### src/rtl/ram_writer.sv
// ram_writer: stores DEPTH-lane PE result blocks into a byte-wide output RAM.
// Each handshaken block is buffered, then written one saturated byte per cycle
// at consecutive addresses. A pass covers the whole RAM, after which done is
// held until the next start.
module ram_writer #(
  parameter int RAM_ADDR_WIDTH = 6,
  parameter int RAM_DATA_WIDTH = 8,
  parameter int PE_DATA_WIDTH  = 16,
  parameter int DEPTH          = 4
) (
  input  logic                              clk,
  input  logic                              reset,
  input  logic                              start,
  input  logic [PE_DATA_WIDTH*DEPTH-1:0]    result_in,
  input  logic                              result_valid,
  output logic                              store_ready,
  output logic                              ram_we,
  output logic [RAM_ADDR_WIDTH-1:0]         ram_address,
  output logic [RAM_DATA_WIDTH-1:0]         ram_wdata,
  output logic                              done
);

  localparam int CNT_W = (DEPTH > 1) ? $clog2(DEPTH) : 1;
  localparam int BUF_W = PE_DATA_WIDTH * DEPTH;

  localparam logic [CNT_W-1:0]          LAST_LANE  = CNT_W'(DEPTH - 1);
  localparam logic [RAM_ADDR_WIDTH-1:0] LAST_ADDR  = {RAM_ADDR_WIDTH{1'b1}};
  localparam logic [RAM_ADDR_WIDTH-1:0] BLOCK_STEP = RAM_ADDR_WIDTH'(DEPTH);
  localparam logic [PE_DATA_WIDTH-1:0]  SAT_MAX    = PE_DATA_WIDTH'({RAM_DATA_WIDTH{1'b1}});

  typedef enum logic [1:0] {
    IDLE       = 2'd0,
    WAIT_ARRAY = 2'd1,
    WRITE      = 2'd2,
    DONE       = 2'd3
  } state_t;

  // Clamp a signed PE result into the unsigned pixel byte range.
  function automatic logic [RAM_DATA_WIDTH-1:0] sat(input logic [PE_DATA_WIDTH-1:0] x);
    if (x[PE_DATA_WIDTH-1]) begin
      sat = {RAM_DATA_WIDTH{1'b0}};
    end else if (x > SAT_MAX) begin
      sat = {RAM_DATA_WIDTH{1'b1}};
    end else begin
      sat = x[RAM_DATA_WIDTH-1:0];
    end
  endfunction

  // Select lane k of a packed block of PE results.
  function automatic logic [PE_DATA_WIDTH-1:0] lane(input logic [BUF_W-1:0] v,
                                                    input logic [CNT_W-1:0] k);
    lane = v[int'(k)*PE_DATA_WIDTH +: PE_DATA_WIDTH];
  endfunction

  state_t                      state_q, state_d;
  logic [RAM_ADDR_WIDTH-1:0]   base_addr_q, base_addr_d;
  logic [CNT_W-1:0]            word_counter_q, word_counter_d;
  logic [BUF_W-1:0]            lane_buf_q, lane_buf_d;
  logic                        store_ready_q, store_ready_d;
  logic                        ram_we_q, ram_we_d;
  logic [RAM_ADDR_WIDTH-1:0]   ram_address_q, ram_address_d;
  logic [RAM_DATA_WIDTH-1:0]   ram_wdata_q, ram_wdata_d;
  logic                        done_q, done_d;
  logic [CNT_W-1:0]            next_lane_s;

  assign next_lane_s = word_counter_q + CNT_W'(1'b1);

  // State and registered outputs; reset clears everything without waiting for clk.
  always_ff @(posedge clk or negedge reset) begin
    if (!reset) begin
      state_q        <= IDLE;
      base_addr_q    <= {RAM_ADDR_WIDTH{1'b0}};
      word_counter_q <= {CNT_W{1'b0}};
      lane_buf_q     <= {BUF_W{1'b0}};
      store_ready_q  <= 1'b0;
      ram_we_q       <= 1'b0;
      ram_address_q  <= {RAM_ADDR_WIDTH{1'b0}};
      ram_wdata_q    <= {RAM_DATA_WIDTH{1'b0}};
      done_q         <= 1'b0;
    end else begin
      state_q        <= state_d;
      base_addr_q    <= base_addr_d;
      word_counter_q <= word_counter_d;
      lane_buf_q     <= lane_buf_d;
      store_ready_q  <= store_ready_d;
      ram_we_q       <= ram_we_d;
      ram_address_q  <= ram_address_d;
      ram_wdata_q    <= ram_wdata_d;
      done_q         <= done_d;
    end
  end

  // Next state plus the output values that will be visible after the next edge.
  always_comb begin
    state_d        = state_q;
    base_addr_d    = base_addr_q;
    word_counter_d = word_counter_q;
    lane_buf_d     = lane_buf_q;
    store_ready_d  = 1'b0;
    ram_we_d       = 1'b0;
    ram_address_d  = ram_address_q;
    ram_wdata_d    = ram_wdata_q;
    done_d         = done_q;

    case (state_q)
      IDLE: begin
        if (start) begin
          base_addr_d   = {RAM_ADDR_WIDTH{1'b0}};
          state_d       = WAIT_ARRAY;
          store_ready_d = 1'b1;
        end else begin
          state_d = IDLE;
        end
      end

      WAIT_ARRAY: begin
        if (result_valid && store_ready_q) begin
          // Capture edge: lane 0 goes out straight away, the rest come from the buffer.
          lane_buf_d     = result_in;
          word_counter_d = {CNT_W{1'b0}};
          state_d        = WRITE;
          ram_we_d       = 1'b1;
          ram_address_d  = base_addr_q;
          ram_wdata_d    = sat(lane(result_in, {CNT_W{1'b0}}));
        end else begin
          store_ready_d = 1'b1;
        end
      end

      WRITE: begin
        // word_counter_q is the lane currently on the RAM port.
        if (word_counter_q == LAST_LANE) begin
          base_addr_d = base_addr_q + BLOCK_STEP;
          if (ram_address_q == LAST_ADDR) begin
            state_d = DONE;
            done_d  = 1'b1;
          end else begin
            state_d       = WAIT_ARRAY;
            store_ready_d = 1'b1;
          end
        end else begin
          word_counter_d = next_lane_s;
          ram_we_d       = 1'b1;
          ram_address_d  = base_addr_q + RAM_ADDR_WIDTH'(next_lane_s);
          ram_wdata_d    = sat(lane(lane_buf_q, next_lane_s));
        end
      end

      DONE: begin
        if (start) begin
          done_d        = 1'b0;
          base_addr_d   = {RAM_ADDR_WIDTH{1'b0}};
          state_d       = WAIT_ARRAY;
          store_ready_d = 1'b1;
        end else begin
          done_d = 1'b1;
        end
      end

      default: begin
        state_d = IDLE;
      end
    endcase
  end

  assign store_ready = store_ready_q;
  assign ram_we      = ram_we_q;
  assign ram_address = ram_address_q;
  assign ram_wdata   = ram_wdata_q;
  assign done        = done_q;

endmodule
### config.mk
export PLATFORM = sky130hd
export DESIGN_NAME = ram_writer
export DESIGN_NICKNAME = d
export VERILOG_FILES = /design/src/rtl/ram_writer.sv
export SDC_FILE = /design/constraint.sdc
export NUM_CORES = 1
export LEC_CHECK = 0
export CELL_PAD_IN_SITES_DETAIL_PLACEMENT = 0
export CELL_PAD_IN_SITES_GLOBAL_PLACEMENT = 1
export CORE_UTILIZATION = 41
export CTS_CLUSTER_DIAMETER = 60
export DETAILED_ROUTE_END_ITERATION = 10
export PLACE_DENSITY_LB_ADDON = 0.12
export SYNTH_ARGS = -nofsm -noshare
export SYNTH_HDL_FRONTEND = slang
export SYNTH_SLANG_ARGS = --single-unit
export TNS_END_PERCENT = 5
### constraint.sdc
create_clock -name clk -period 2.9 [get_ports clk]
set_input_delay 0.435 -clock clk [delete_from_list [all_inputs] [get_ports clk]]
set_output_delay 0.435 -clock clk [all_outputs]
set_load 0.02 [all_outputs]
### Word level (Yosys, flattened, before mapping)

Index checks and enable logic that the tools add are counted.

* eq/ne operators: 11
* $lt $le $gt $ge: 2
* reduce and logical (&&, ||, !) cells: 11
* multiplexer cells: 34
* add/sub/neg operators: 3
* shifts and indexed selects: 1

Operators by type and width (count)
* indexed part select 64 x 7 -> 16 bit: 1
* 2-to-1 mux 8 bit: 6
* > comparator 16 x 8 -> 1 bit, second input constant: 2
* 2-to-1 mux 6 bit: 4
* case mux 6 bit (2 select lines): 2
* case mux 8 bit (2 select lines): 1
* 2-to-1 mux 2 bit: 6
* AND reduction 3 bit: 4
* 2-to-1 mux 1 bit: 10
* inequality test 2 bit, second input constant: 5
* case mux 2 bit (4 select lines): 1
* adder 6 x 2 -> 6 bit: 1
* adder 6 x 3 -> 6 bit, second input constant: 1
* == test 2 bit, second input constant: 3
* == test 6 bit, second input constant: 1
* nonzero test 2 bit: 3
* case mux 1 bit (2 select lines): 2
* case mux 2 bit (2 select lines): 1
* case mux 1 bit (3 select lines): 1
* adder 2 x 1 -> 2 bit, second input constant: 1
* == test 2 x 1 -> 1 bit, second input constant: 1
* zero test 2 bit: 1
* inequality test 2 x 1 -> 1 bit, second input constant: 1
* AND reduction 2 bit: 1
* other kinds (2): 2

* bits of input ports: 68
* output and inout bits: 17
* word-level logic and storage cells: 71
* register bits after elaboration: 91

### Logic depth before layout (Yosys ltp)

Gate-level depths: netlist of the first run.

* depth in word-level cells: 7
* gate-level depth with buffers: 9
* gate-level depth less buffers: 6

### Least setup slack after synthesis of the first run

OpenSTA, ideal clock, no wires.

* path type: flip-flop to flip-flop
* from: reg word_counter_q[0]
* to: reg ram_wdata_q[6] (netlist: ram_wdata[6])
* setup slack: 816 ps
* stages on the path, launching flop included: 7
* arrival time: 1946 ps
* setup time: 138 ps
* required time: 2762 ps
* path buffers: 2
* clock period less this slack: 2084 ps
* cell sequence: dfrtp_1 -> ha_1 -> buf_2 -> clkbuf_1 -> mux4_2 -> a222oi_1 -> o21ai_0

* word-level cells in the longest chain between the ends: 7
* elaborated cells on any way between the ends: 10
* those cells by class: 1 x add/sub; 1 x order compare; 2 x eq/ne; 1 x shift; 4 x mux; 1 x reduce/logical

RTL lines
* start, declared: RTL line 57 `logic [CNT_W-1:0] word_counter_q, word_counter_d;`
* start signal, assigned: RTL line 73 `word_counter_q <= {CNT_W{1'b0}};`
* start signal, assigned: RTL line 83 `word_counter_q <= word_counter_d;`
* adder 2 x 1 -> 2 bit: RTL line 66 `assign next_lane_s = word_counter_q + CNT_W'(1'b1);`
* indexed part select 64 x 7 -> 16 bit: RTL line 52 `lane = v[int'(k)*PE_DATA_WIDTH +: PE_DATA_WIDTH];`
* > comparator 16 x 8 -> 1 bit: RTL line 42 `end else if (x > SAT_MAX) begin`
* 2-to-1 mux 8 bit: RTL line 42
* 2-to-1 mux 8 bit: RTL line 40 `if (x[PE_DATA_WIDTH-1]) begin`
* 2-to-1 mux 8 bit: RTL line 132 `if (word_counter_q == LAST_LANE) begin`
* case mux 8 bit (2 select lines): RTL line 105 `case (state_q)`
* end signal, assigned: RTL line 78 `ram_wdata_q <= {RAM_DATA_WIDTH{1'b0}};`
* end signal, assigned: RTL line 88 `ram_wdata_q <= ram_wdata_d;`
* end, declared: RTL line 62 `logic [RAM_DATA_WIDTH-1:0] ram_wdata_q, ram_wdata_d;`

Parallel ways exist; a longest one is shown, timed or not. The select of a mux whose other input is x is not followed.
A chain may end at the register's enable or synchronous reset.

### Worst setup path in the final report of the first run

* from: reg word_counter_q[0]
* to: reg ram_wdata_q[1] (netlist: ram_wdata[1])

Same word-level chain as after synthesis.

==> impl_metrics.toml, run 1 <==
[cts]
numCtsBuffers = 9
cts_root_buffer = "clkbuf_8"
clock_latency_ps = 350
clk_path_buf_depth = 2
clock_sinks = 89
post_cts_resize_count = 0
h-tree-depth = 3
cts_setup_buffers = 0
holdBufCountCts = 0
cts_tree = "built"
clk_pin_slew_ps = 90

[yosys]
synth_cell_types = 44
syn_avg_cell_area_um2 = 13.5
synth_xor_area_share_pct = 0.426
muxShareOfSynthArea_pct = 23.8
synth_cells = 304
ys_seq_area_share_pct = 54.2
yosys.area_share.simple_pct = 7.92
yosys_warnings = 0
yosys.area_share.adder_pct = 2.44
synth_edf_count = 0
ys_top_cells_by_area = "dfrtp_1 54%, mux2_2 18%, mux4_2 4.9%, ha_1 2.4%, o21ai_0 2.2%"
synthArstFlopShare_pct = 100
synth_seq_cells = 89
synth_compound_area_share_pct = 8.53
yosysTopAreaCell = "dfrtp_1"
synth_common_cells = "89 x dfrtp_1, 67 x mux2_2, 18 x o21ai_0"
synth_ff_type = "dfrtp_1"
synth_top_area_share_pct = 54.2
synth_top_family_by_area = "multiplexers"
synth_area_um2 = 4110
yosysMostFrequentCell = "dfrtp_1"
syn-num-nets = 380

[cells_and_area]
regArea_um2 = 2230
nFillCells = 865
nNetsFinal = 468
multiInputGateArea_um2 = 1790
stdcell_count = 530
drive_gt1_share_pct = 26.4
area_growth_pct = 29.3
antenna_cells = 0

[detailed_routing]
ant_nets = 0
wl_per_cell_um = 17.0
vias = 2776
drc = 0
drt-initial-drc-count = 142
viasPerCell = 5.24
first_pass_iters = 4
wirelength_um = 9010

[floorplan]
io_pins = 85
die-width_um = 102
dieHeight_um = 102
start_util_pct = 42.2
rows = 36
core-area_um2 = 9730
fp.dieArea_um2 = 10400

[critical_path]
rr_worst_depth = 5
cp.arrival_ps = 2670
cp_max_fo = 18
rrSetupSlack_ps = 490
crit_start = "word_counter_q[0]$_DFFE_PN0P_"
required_ps = 3160
end_kind = "flop"
cp-start-kind = "flop"
path_class = "flop to flop"
rr_endpoint = "ram_wdata[1]$_DFFE_PN0P_"
r2r-start = "word_counter_q[0]$_DFFE_PN0P_"

[global_route]
overflow = 0
grt_pass1_vias = 2725
grt_usage_pct = 18.3
antenna_found_initial = 0
grt_max_degree = 49
grt_pass1_wl_um = 14200

[place]
dp_hpwl_um = 6430
gp_congestion = 0.734
placed_cells = 514
portBuffers = 84

[sta]
hold_viol = 0
min_period_ps = 2410
setup_viol = 0
slew_headroom_pct = 57.1
tightestPinTransition_ps = 644
fin_setup_tns_ps = 0
finClkSkew_ps = 7.34
fin_crit_sh_pct = 83.2
max_freq_mhz = 414
grt_setup_unrepaired = "false"
drv_slew = 0

[power]
p_comb_share_pct = 43.7
switchingPower_w = 0.00182
seqPwrFrac_pct = 41.3
peakVddDrop_mv = 0.376
power_per_cell_area_nw_per_um2 = 977
clkPwrFrac_pct = 14.9
p_sw_share_pct = 35.1
leakagePower_nw = 2.19
power.internal_w = 0.00337

[run_status]
status = "finished clean"

[worst_hold_path]
hold_class = "input port to asynchronous set/reset pin"

[run]
maxCapViolCount = 0
==> worst max-delay path by stage <==
stage	slack (ps)	cells past startpoint	end
2_1_floorplan	820	6	ram_wdata[6]$_DFFE_PN0P_
3_3_place_gp	580	5	ram_wdata[4]$_DFFE_PN0P_
3_5_place_dp	490	5	ram_wdata[1]$_DFFE_PN0P_
4_1_cts	500	5	ram_wdata[1]$_DFFE_PN0P_
5_1_grt	350	5	ram_wdata[1]$_DFFE_PN0P_
6_report	490	5	ram_wdata[1]$_DFFE_PN0P_
==> per-stage QoR <==
stage          hold WS [ps]  power, W  area (um2)  setup WS, ps  util, %
2_1_floorplan           139   0.00371        4110           816        -
4_1_cts                72.8   0.00524        5310           499     54.6
6_report               62.0   0.00519        5310           486     54.6
3_3_place_gp            464   0.00438        5140           584     52.8
5_1_grt                 102   0.00555        5310           350     54.6
3_5_place_dp            467   0.00446        5140           486     52.8
==> layer usage <==
metal,share of wire [%],wire length [um],up-vias,GRT usage [%]
met3,4.1,370,12,2.46
met4,1.4,130,0,6.92
met2,48,4350,71,28.4
li1,-,-,1315,-
met5,0,0,-,0
met1,46,4160,1378,26.1
==> layout by cell type (no fill, tap or decap), drive strengths merged, types with 2 or more instances in the layout <==
cell / n
a21oi: 2
a222oi: 8
a22o: 5
a31oi: 3
a32oi: 2
buf: 10
clkbuf: 11
clkdlybuf4s50: 83
clkinvlp: 3
dfrtp: 89
ha: 8
inv: 10
mux2: 67
mux2i: 2
mux4: 9
nand2: 11
nand3: 5
nand3b: 8
nand4: 3
nor2: 6
nor2b: 4
nor3: 5
nor3b: 2
nor4: 4
o211ai: 2
o21ai: 18
or3: 2
xnor2: 2
==> power groups by stage <==
stage,combinational [W],sequential (W),clock [W]
detailed placement,0.00229,0.00217,0
global route,0.00248,0.00222,0.000854
CTS,0.00229,0.00215,0.000796
global placement,0.00222,0.00215,0
finish,0.00227,0.00215,0.000775
floorplan,0.00154,0.00217,0
==> sequential cells by signal (all words and copies together) (netlist names) <==
signal          cells
state_q             2
done                1
ram_we              1
ram_address         6
base_addr_q         4
lane_buf_q         64
store_ready         1
ram_wdata           8
word_counter_q      2
==> final cells by class <==
class | instances | share of cell area (%)
clock inverter | 5 | 0.754
inverter | 8 | 0.565
multi-input combinational | 191 | 33.6
clock buffer | 11 | 2.47
tap | 133 | 3.13
timing repair buffer | 93 | 17.5
sequential | 89 | 41.9
==> critical path: stages (launching register included) <==
cell	delay, ps
dfrtp_1	390
ha_1	710
mux4_2	420
nor3_2	480
a222oi_1	170
o21ai_0	140
==> logic make-up after synthesis <==
family,Yosys count
XOR/XNOR,2
buffers and inverters,24
flip-flops,89
AND/OR/NAND/NOR,55
AO/OA/AOI/OAI,47
adder cells (fa/ha/maj),8
multiplexers,78
other,1
Power figures use the tool's default switching activity.
==> inputs of run 2 (changes only) <==
--- a/config.mk
+++ b/config.mk
@@ -7,7 +7,7 @@
 export LEC_CHECK = 0
 export CELL_PAD_IN_SITES_DETAIL_PLACEMENT = 0
 export CELL_PAD_IN_SITES_GLOBAL_PLACEMENT = 1
-export CORE_UTILIZATION = 41
+export CORE_UTILIZATION = 37
 export CTS_CLUSTER_DIAMETER = 60
 export DETAILED_ROUTE_END_ITERATION = 10
 export PLACE_DENSITY_LB_ADDON = 0.12
==> constraint.sdc (replaced) <==
create_clock -name clk -period 1.95 [get_ports clk]
set_input_delay 0.2925 -clock clk [delete_from_list [all_inputs] [get_ports clk]]
set_output_delay 0.2925 -clock clk [all_outputs]
set_load 0.02 [all_outputs]
==> run 2 against run 1 <==
Against the previous run:
- fmax rose by 29%
- largest cell class unchanged
- total power rose by 58%
- first-iteration DRC count decreased by 36%
- clock power increased by 72%
- largest power group unchanged
- combinational power is 61% higher
- critical endpoint is now ram_wdata[5]$_DFFE_PN0P_
==> impl_metrics.toml, run 2 (synthesis gave the netlist of run 1 again) <==
[power]
leakagePower_nw = 2.32
finalPower_w = 0.00822
peakVddDrop_mv = 0.636
power_per_cell_area_nw_per_um2 = 1480

[cells_and_area]
nNetsFinal = 485
final_cell_mix = "89 x dfrtp_1, 83 x clkdlybuf4s50_1, 67 x mux2_2, 21 x buf_4, 18 x o21ai_0"
stdcell_count = 553
final_common_cell = "dfrtp_1"
antenna_cells = 0
regMostFlops = "lane_buf_q"
drive_gt1_share_pct = 31.0
area_growth_pct = 35.4
largest_reg_flops = 64

[sta]
grt_setup_unrepaired = "true"
max_freq_mhz = 533
finClkSkew_ps = 9.46
drv_slew = 0
hold_viol = 0
setup_viol = 0
slew_headroom_pct = 59.3
setup_ws_ps = 73.7
fin_crit_sh_pct = 96.2
min_period_ps = 1880
tightestPinTransition_ps = 609

[detailed_routing]
vias = 2823
viasPerCell = 5.10
wirelength_um = 9220
drt-initial-drc-count = 91
wl_per_cell_um = 16.7
first_pass_iters = 4
drc = 0
ant_nets = 0

[floorplan]
rows = 38
fp.dieArea_um2 = 11500
io_pins = 85
dieHeight_um = 107
start_util_pct = 37.9
core-area_um2 = 10800
die-width_um = 107

[run]
maxCapViolCount = 0

[cts]
clock_latency_ps = 360
numCtsBuffers = 9
clk_path_buf_depth = 2
h-tree-depth = 3
cts_tree = "built"
cts_root_buffer = "clkbuf_8"
clk_pin_slew_ps = 80
clock_sinks = 89

[global_route]
grt_max_degree = 38
overflow = 0
grt_pass1_wl_um = 15000
grt_usage_pct = 17.3
antenna_found_initial = 0
grt_pass1_vias = 3044

[critical_path]
end_kind = "flop"
critPathMaxStageDelay_ps = 450
cp-start-kind = "flop"
rrSetupSlack_ps = 70
cp.arrival_ps = 2110
required_ps = 2180
crit_family = "compound AO/OA/AOI/OAI gates"
rr_endpoint = "ram_wdata[5]$_DFFE_PN0P_"
crit_path_top_delay_cell = "a211o_2"
rr_worst_depth = 5
r2r-start = "state_q[0]$_DFFE_PN0P_"
path_buf_inv = 0
cp_cell_sequence = "ha_1 > a21boi_0 > a211o_2 > a222oi_1 > o21ai_0"
cp_max_fo = 11
crit_start = "state_q[0]$_DFFE_PN0P_"
path_class = "flop to flop"

[worst_hold_path]
hold_class = "input port to asynchronous set/reset pin"

[place]
gp_congestion = 0.786
placed_cells = 537
dpl_worst_slack_ps = -98.2
portBuffers = 84
dp_hpwl_um = 7080

[run_status]
status = "finished clean"
[run 2: cell count changes in the layout (fill, tap and decap cells not counted), sizes merged]
cell | before | now
buf | 10 | 26
bufinv | 0 | 1
clkbuf | 11 | 12
clkinv | 0 | 1
clkinvlp | 3 | 0
dlygate4sd3 | 0 | 1
inv | 10 | 9
[run 2: per-layer routing]
| metal | routed length [um] | track usage (%) | vias to the layer above |
|---|---|---|---|
| li1 | - | - | 1343 |
| met2 | 4430 | 28.0 | 63 |
| met5 | 0 | 0 | - |
| met4 | 179 | 6.46 | 0 |
| met1 | 4280 | 22.4 | 1402 |
| met3 | 337 | 4.48 | 15 |
[run 2: area by class of cell]
class                      instances  area (um2)
clock inverter                     3        47.5
fill                             990        5280
multi-input combinational        191        1830
clock buffer                      12         165
timing repair buffer             110        1090
inverter                           8        30.0
tap                              140         175
sequential                        89        2230
[run 2: per-stage QoR]
stage	util, %	hold WS (ps)	area [um2]	setup TNS, ps
3_5_place_dp	48.8	263	5300	-509
4_1_cts	51.0	405	5530	0
5_1_grt	51.3	436	5570	-146
6_report	51.3	410	5570	0
2_1_floorplan	-	-3.09	4110	-52.6
3_3_place_gp	48.8	268	5300	-10.3
[run 2: what timing repair did]
| action | 4_1_cts | 5_1_grt |
|---|---|---|
| gates cloned | 0 | 0 |
| endpoints found under the hold margin | 30 | 0 |
| gates resized for setup | 3 | 7 |
| hold buffers | 1 | 0 |
| pin swaps | 1 | 3 |
| setup endpoints to repair | 8 | 13 |
| setup buffers | 0 | 0 |
[run 2: how the worst max path moves through the flow]
stage                                       endpoint  cells past startpoint  slack (ps)
after floorplan           ram_address[3]$_DFFE_PN0P_                      7         -30
after global placement      ram_wdata[2]$_DFFE_PN0P_                      5         -10
after detailed placement    ram_wdata[5]$_DFFE_PN0P_                      5        -100
after CTS                   ram_wdata[6]$_DFFE_PN0P_                      6           5
after global routing        ram_wdata[5]$_DFFE_PN0P_                      5         -80
final                       ram_wdata[5]$_DFFE_PN0P_                      5          70
[run 2: power by group]
| group | switching (W) | internal [W] |
|---|---|---|
| combinational | 0.00157 | 0.00208 |
| clock | 0.000633 | 0.000697 |
| sequential | 0.000524 | 0.00271 |
| total | 0.00273 | 0.00549 |
==> RTL change 1 (flow settings as in run 2) <==
Re-encode `state_t` (4 states) as Gray code, 2 bits wide.
--- a/src/rtl/ram_writer.sv
+++ b/src/rtl/ram_writer.sv
@@ -29,10 +29,10 @@
   localparam logic [PE_DATA_WIDTH-1:0]  SAT_MAX    = PE_DATA_WIDTH'({RAM_DATA_WIDTH{1'b1}});
 
   typedef enum logic [1:0] {
-    IDLE       = 2'd0,
-    WAIT_ARRAY = 2'd1,
-    WRITE      = 2'd2,
-    DONE       = 2'd3
+    IDLE       = 2'b00,
+    WAIT_ARRAY = 2'b01,
+    WRITE      = 2'b11,
+    DONE       = 2'b10
   } state_t;
 
   // Clamp a signed PE result into the unsigned pixel byte range.
Behaviour: same outputs for any inputs over 10 cycles, from zero or initial values and one cycle with reset low; not proved beyond that.
==> RTL change 1 against run 2 <==
- count of clock-buffer cells in the layout is 3 lower
- first-iteration DRC count down 8.8%
- worst setup slack worse by 0.027 ns
- cell area fell by 2.3%
- sequential cell count unchanged
- routed wire length grew 0.12%
- highest routed layer unchanged
- worst hold slack lost 0.022 ns
- critical endpoint is now ram_wdata[0]
- area after synthesis is essentially flat
- power is 6.8% higher
==> RTL change 1: results (changes against run 2) <==
| Metric | Value |
|---|---|
| Slowest CP cell | dfrtp_1 |
| Routed vias/inst | 5.26 (+3.1%) |
| Fillers | 1018 (+2.8%) |
| Largest net degree at the start of global routing | 44 (+16%) |
| Most flop-heavy register | lane_buf_q |
| Final nets | 477 (-1.6%) |
| Switching Share | 0.354 (+0.0224) |
| Maximum VDD drop | 0.000630 V (-0.91%) |
| Comb power frac | 0.469 (+0.024) |
| R2R Setup Slk | 0.05 ns (-0.03 ns) |
| Multiplexer area fraction after synthesis | 0.240 (+0.00174) |
| Outcome | completed |
| First-pass GRT wire length | 14900 um (-0.73%) |
| Compound-gate portion of the synthesized area | 0.0887 (+0.00343) |
| Slew @ Worst Pin | 0.579 ns (-0.0296 ns) |
| Final worst path period need | 1.90 ns (+0.0273 ns) |
| Comb power | 4.12 mW (+13%) |
| Synth Area in Adders | 0.00914 (-0.0152) |
| DP Wirelength | 6720 um (-5.1%) |
| Post-synth top cells | dfrtp_1 (89), mux2_2 (66), nand2_1 (18) |
| Vias in the first global route | 2905 (-4.6%) |
| Mapped Cells | 309 (+1.6%) |
| Largest fanout on the critical path | 8 (-3) |
| Pre-CTS WS | -0.00183 ns (+0.0964 ns) |
| Post-synth cell types | 41 (-6.8%) |
| Seq/Total Area, Yosys | 0.543 (about the same) |
| Area contributors post-synth | dfrtp_1 (54%), mux2_2 (18%), mux4_2 (3.3%), mux4_1 (2.6%), a221oi_1 (1.7%) |
| All-Layer GR Usage | 0.170 (-0.00389) |
| Initial DRC Count | 83 (-8.8%) |
| Max reg flops | 64 (unchanged) |
| Finished Layout Cells | 551 (-0.36%) |
| Share of cells above drive strength 1 | 0.285 (-0.0253) |
| Setup Skew | 0.00816 ns (-0.00130 ns) |
| Synth Area in XOR/XNOR | 0.00640 (+0.00214) |
-- RTL change 1: cell count changes in the layout (fill, tap and decap cells not counted), sizes merged, moves of 5 or more --
cell / before / now
nand2: 11 / 18
ha: 8 / 3
nor4: 4 / 12
nor3: 5 / 11
a221oi: 0 / 8
nand3b: 8 / 1
a22oi: 1 / 9
o21ai: 18 / 11
a31oi: 3 / 10
a222oi: 8 / 0
-- RTL change 1: stage by stage --
step                area (um2)  hold slack [ns]
global placement          5230            0.238
finish                    5440            0.388
global route              5440            0.415
CTS                       5440            0.393
floorplan                 4110         -0.00309
detailed placement        5230            0.238
-- RTL change 1: what timing repair did --
action	CTS	global route
setup endpoints to repair	8	8
buffers inserted	0	0
endpoints found under the hold margin	25	0
hold buffers	1	0
resized for setup	1	0
-- RTL change 1: logic make-up after synthesis --
kind of cell	count (synthesis)
flip-flops	89
multiplexers	76
AND/OR/NAND/NOR	63
AO/OA/AOI/OAI	49
buffers and inverters	25
adder cells (fa/ha/maj)	3
XOR/XNOR	3
other	1
-- RTL change 1: worst paths after layout --
path / start / endpoint / cells after the start
max: word_counter_q[0] / ram_wdata[0] / 6
min: reset / ram_address[5] / 2
max reg2reg: word_counter_q[0] / ram_wdata[0] / 6
min reg2reg: lane_buf_q[2] / lane_buf_q[2] / 1
max in group asynchronous: reset / lane_buf_q[0] / 3
min in group clk: lane_buf_q[2] / lane_buf_q[2] / 1
-- RTL change 1: final cells by class --
class	instances	share of cell area
clock inverter	7	0.0140
timing repair buffer	106	0.194
tap	140	0.0322
sequential	89	0.410
clock buffer	9	0.0228
multi-input combinational	195	0.324
inverter	5	0.00345
-- RTL change 1: metal layers --
metal	global-route usage	part of all wire
met4	0.0587	0.014
met1	0.237	0.47
met5	0	0
met2	0.265	0.47
met3	0.0309	0.045
==> RTL change 2 (config.mk and constraints of run 2) <==
Without the edit above. `RAM_DATA_WIDTH`: 8 -> 10.
--- a/src/rtl/ram_writer.sv
+++ b/src/rtl/ram_writer.sv
@@ -4,7 +4,7 @@
 // held until the next start.
 module ram_writer #(
   parameter int RAM_ADDR_WIDTH = 6,
-  parameter int RAM_DATA_WIDTH = 8,
+  parameter int RAM_DATA_WIDTH = 10,
   parameter int PE_DATA_WIDTH  = 16,
   parameter int DEPTH          = 4
 ) (
Ports: changed (resized ram_wdata); port bits go from 85 to 87. The function was not compared with the original's and may differ.
==> RTL change 2 against run 2 <==
- clock skew about the same
- worst hold slack improved by 0.070 ns
- sequential cell count increased by 2
- synthesized cell count increased by 0.66%
- clock power increased by 44%
- worst setup slack improved by 0.0020 ns
- area after synthesis increased by 3.3%
- via count decreased by 1.6%
- cell area increased by 4.0%
- power increased by 8.4%
- routed wire length increased by 1.3%
==> RTL change 2: results (changes against run 2) <==
| Metric | Value |
|---|---|
| Outcome | completed |
| CP peak stage delay | 0.39 ns (-0.06 ns) |
| All-Layer GR Usage | 0.167 (-0.00647) |
| Register Area | 2280 um2 (+2.2%) |
| Placed Cells incl. Taps | 536 (-0.19%) |
| Vias in the first global route | 2901 (-4.7%) |
| Core Util, Final | 0.525 (+0.0111) |
| Seq/Total Area, Yosys | 0.536 (-0.00578) |
| Clk_lat worst skew | 0.33 ns (-0.03 ns) |
| Number of I/O port buffers | 86 (+2.4%) |
| First-pass GRT wire length | 14900 um (-0.87%) |
| Leakage | 2.49 nW (+7.2%) |
| Final nets | 484 (-0.21%) |
| Final hold slack | 0.479 ns (+0.0696 ns) |
| Slowest CP cell | dfrtp_1 |
| Compound-gate portion of the synthesized area | 0.0866 (+0.00136) |
| Non-clock buffering overhead | 0.188 (-0.00878) |
| Fillers | 986 (-0.40%) |
| Multiplexer area fraction after synthesis | 0.245 (+0.00761) |
| DP Wirelength | 6730 um (-5.0%) |
| Post-synth top cells | dfrtp_1 (91), mux2_2 (67), nor2_1 (14) |
| Clock Root Buffer | clkbuf_16 |
| Synth Area in Adders | 0.0206 (-0.00374) |
| Setup Skew | 0.00991 ns (+0.000446 ns) |
| Bufs w/o clock | 111 (+0.91%) |
| CLK BUF | 10 (-2) |
| Maximum VDD drop | 0.000641 V (+0.92%) |
| Synth Area in XOR/XNOR | 0.00412 (-0.000138) |
| Worst EP arrival | 2.09 ns (-0.02 ns) |
| Initial DRC Count | 128 (+41%) |
| Post-cts sizing count | 2 (-1) |
| Slew @ Worst Pin | 0.520 ns (-0.0890 ns) |
| Via count | 2777 (-1.6%) |
| Inverters | 6 (-2) |
-- RTL change 2: worst paths after layout --
path,startpoint,end,depth (start not counted)
min in group clk,lane_buf_q[50],lane_buf_q[50],1
setup / recovery,word_counter_q[1],ram_wdata[8],6
max in group asynchronous,reset,lane_buf_q[45],3
hold reg to reg,lane_buf_q[50],lane_buf_q[50],1
setup reg to reg,word_counter_q[1],ram_wdata[8],6
hold / removal,reset,done,2
-- RTL change 2: metal layers --
layer  vias to the layer above  GRT usage  wire [um]
met5                         -          0          0
met1                      1381      0.233       4460
met2                        52      0.261       4350
li1                       1339          -          -
met3                         5     0.0371        474
met4                         0     0.0463         58
-- RTL change 2: report_power, final --
part / internal (mW) / total, mW / switching, mW / leakage, nW
Clock: 1.17 / 1.92 / 0.745 / 0.161
Combinational: 2.17 / 3.77 / 1.59 / 1.21
Sequential: 2.76 / 3.23 / 0.464 / 1.12
Total: 6.11 / 8.91 / 2.80 / 2.49
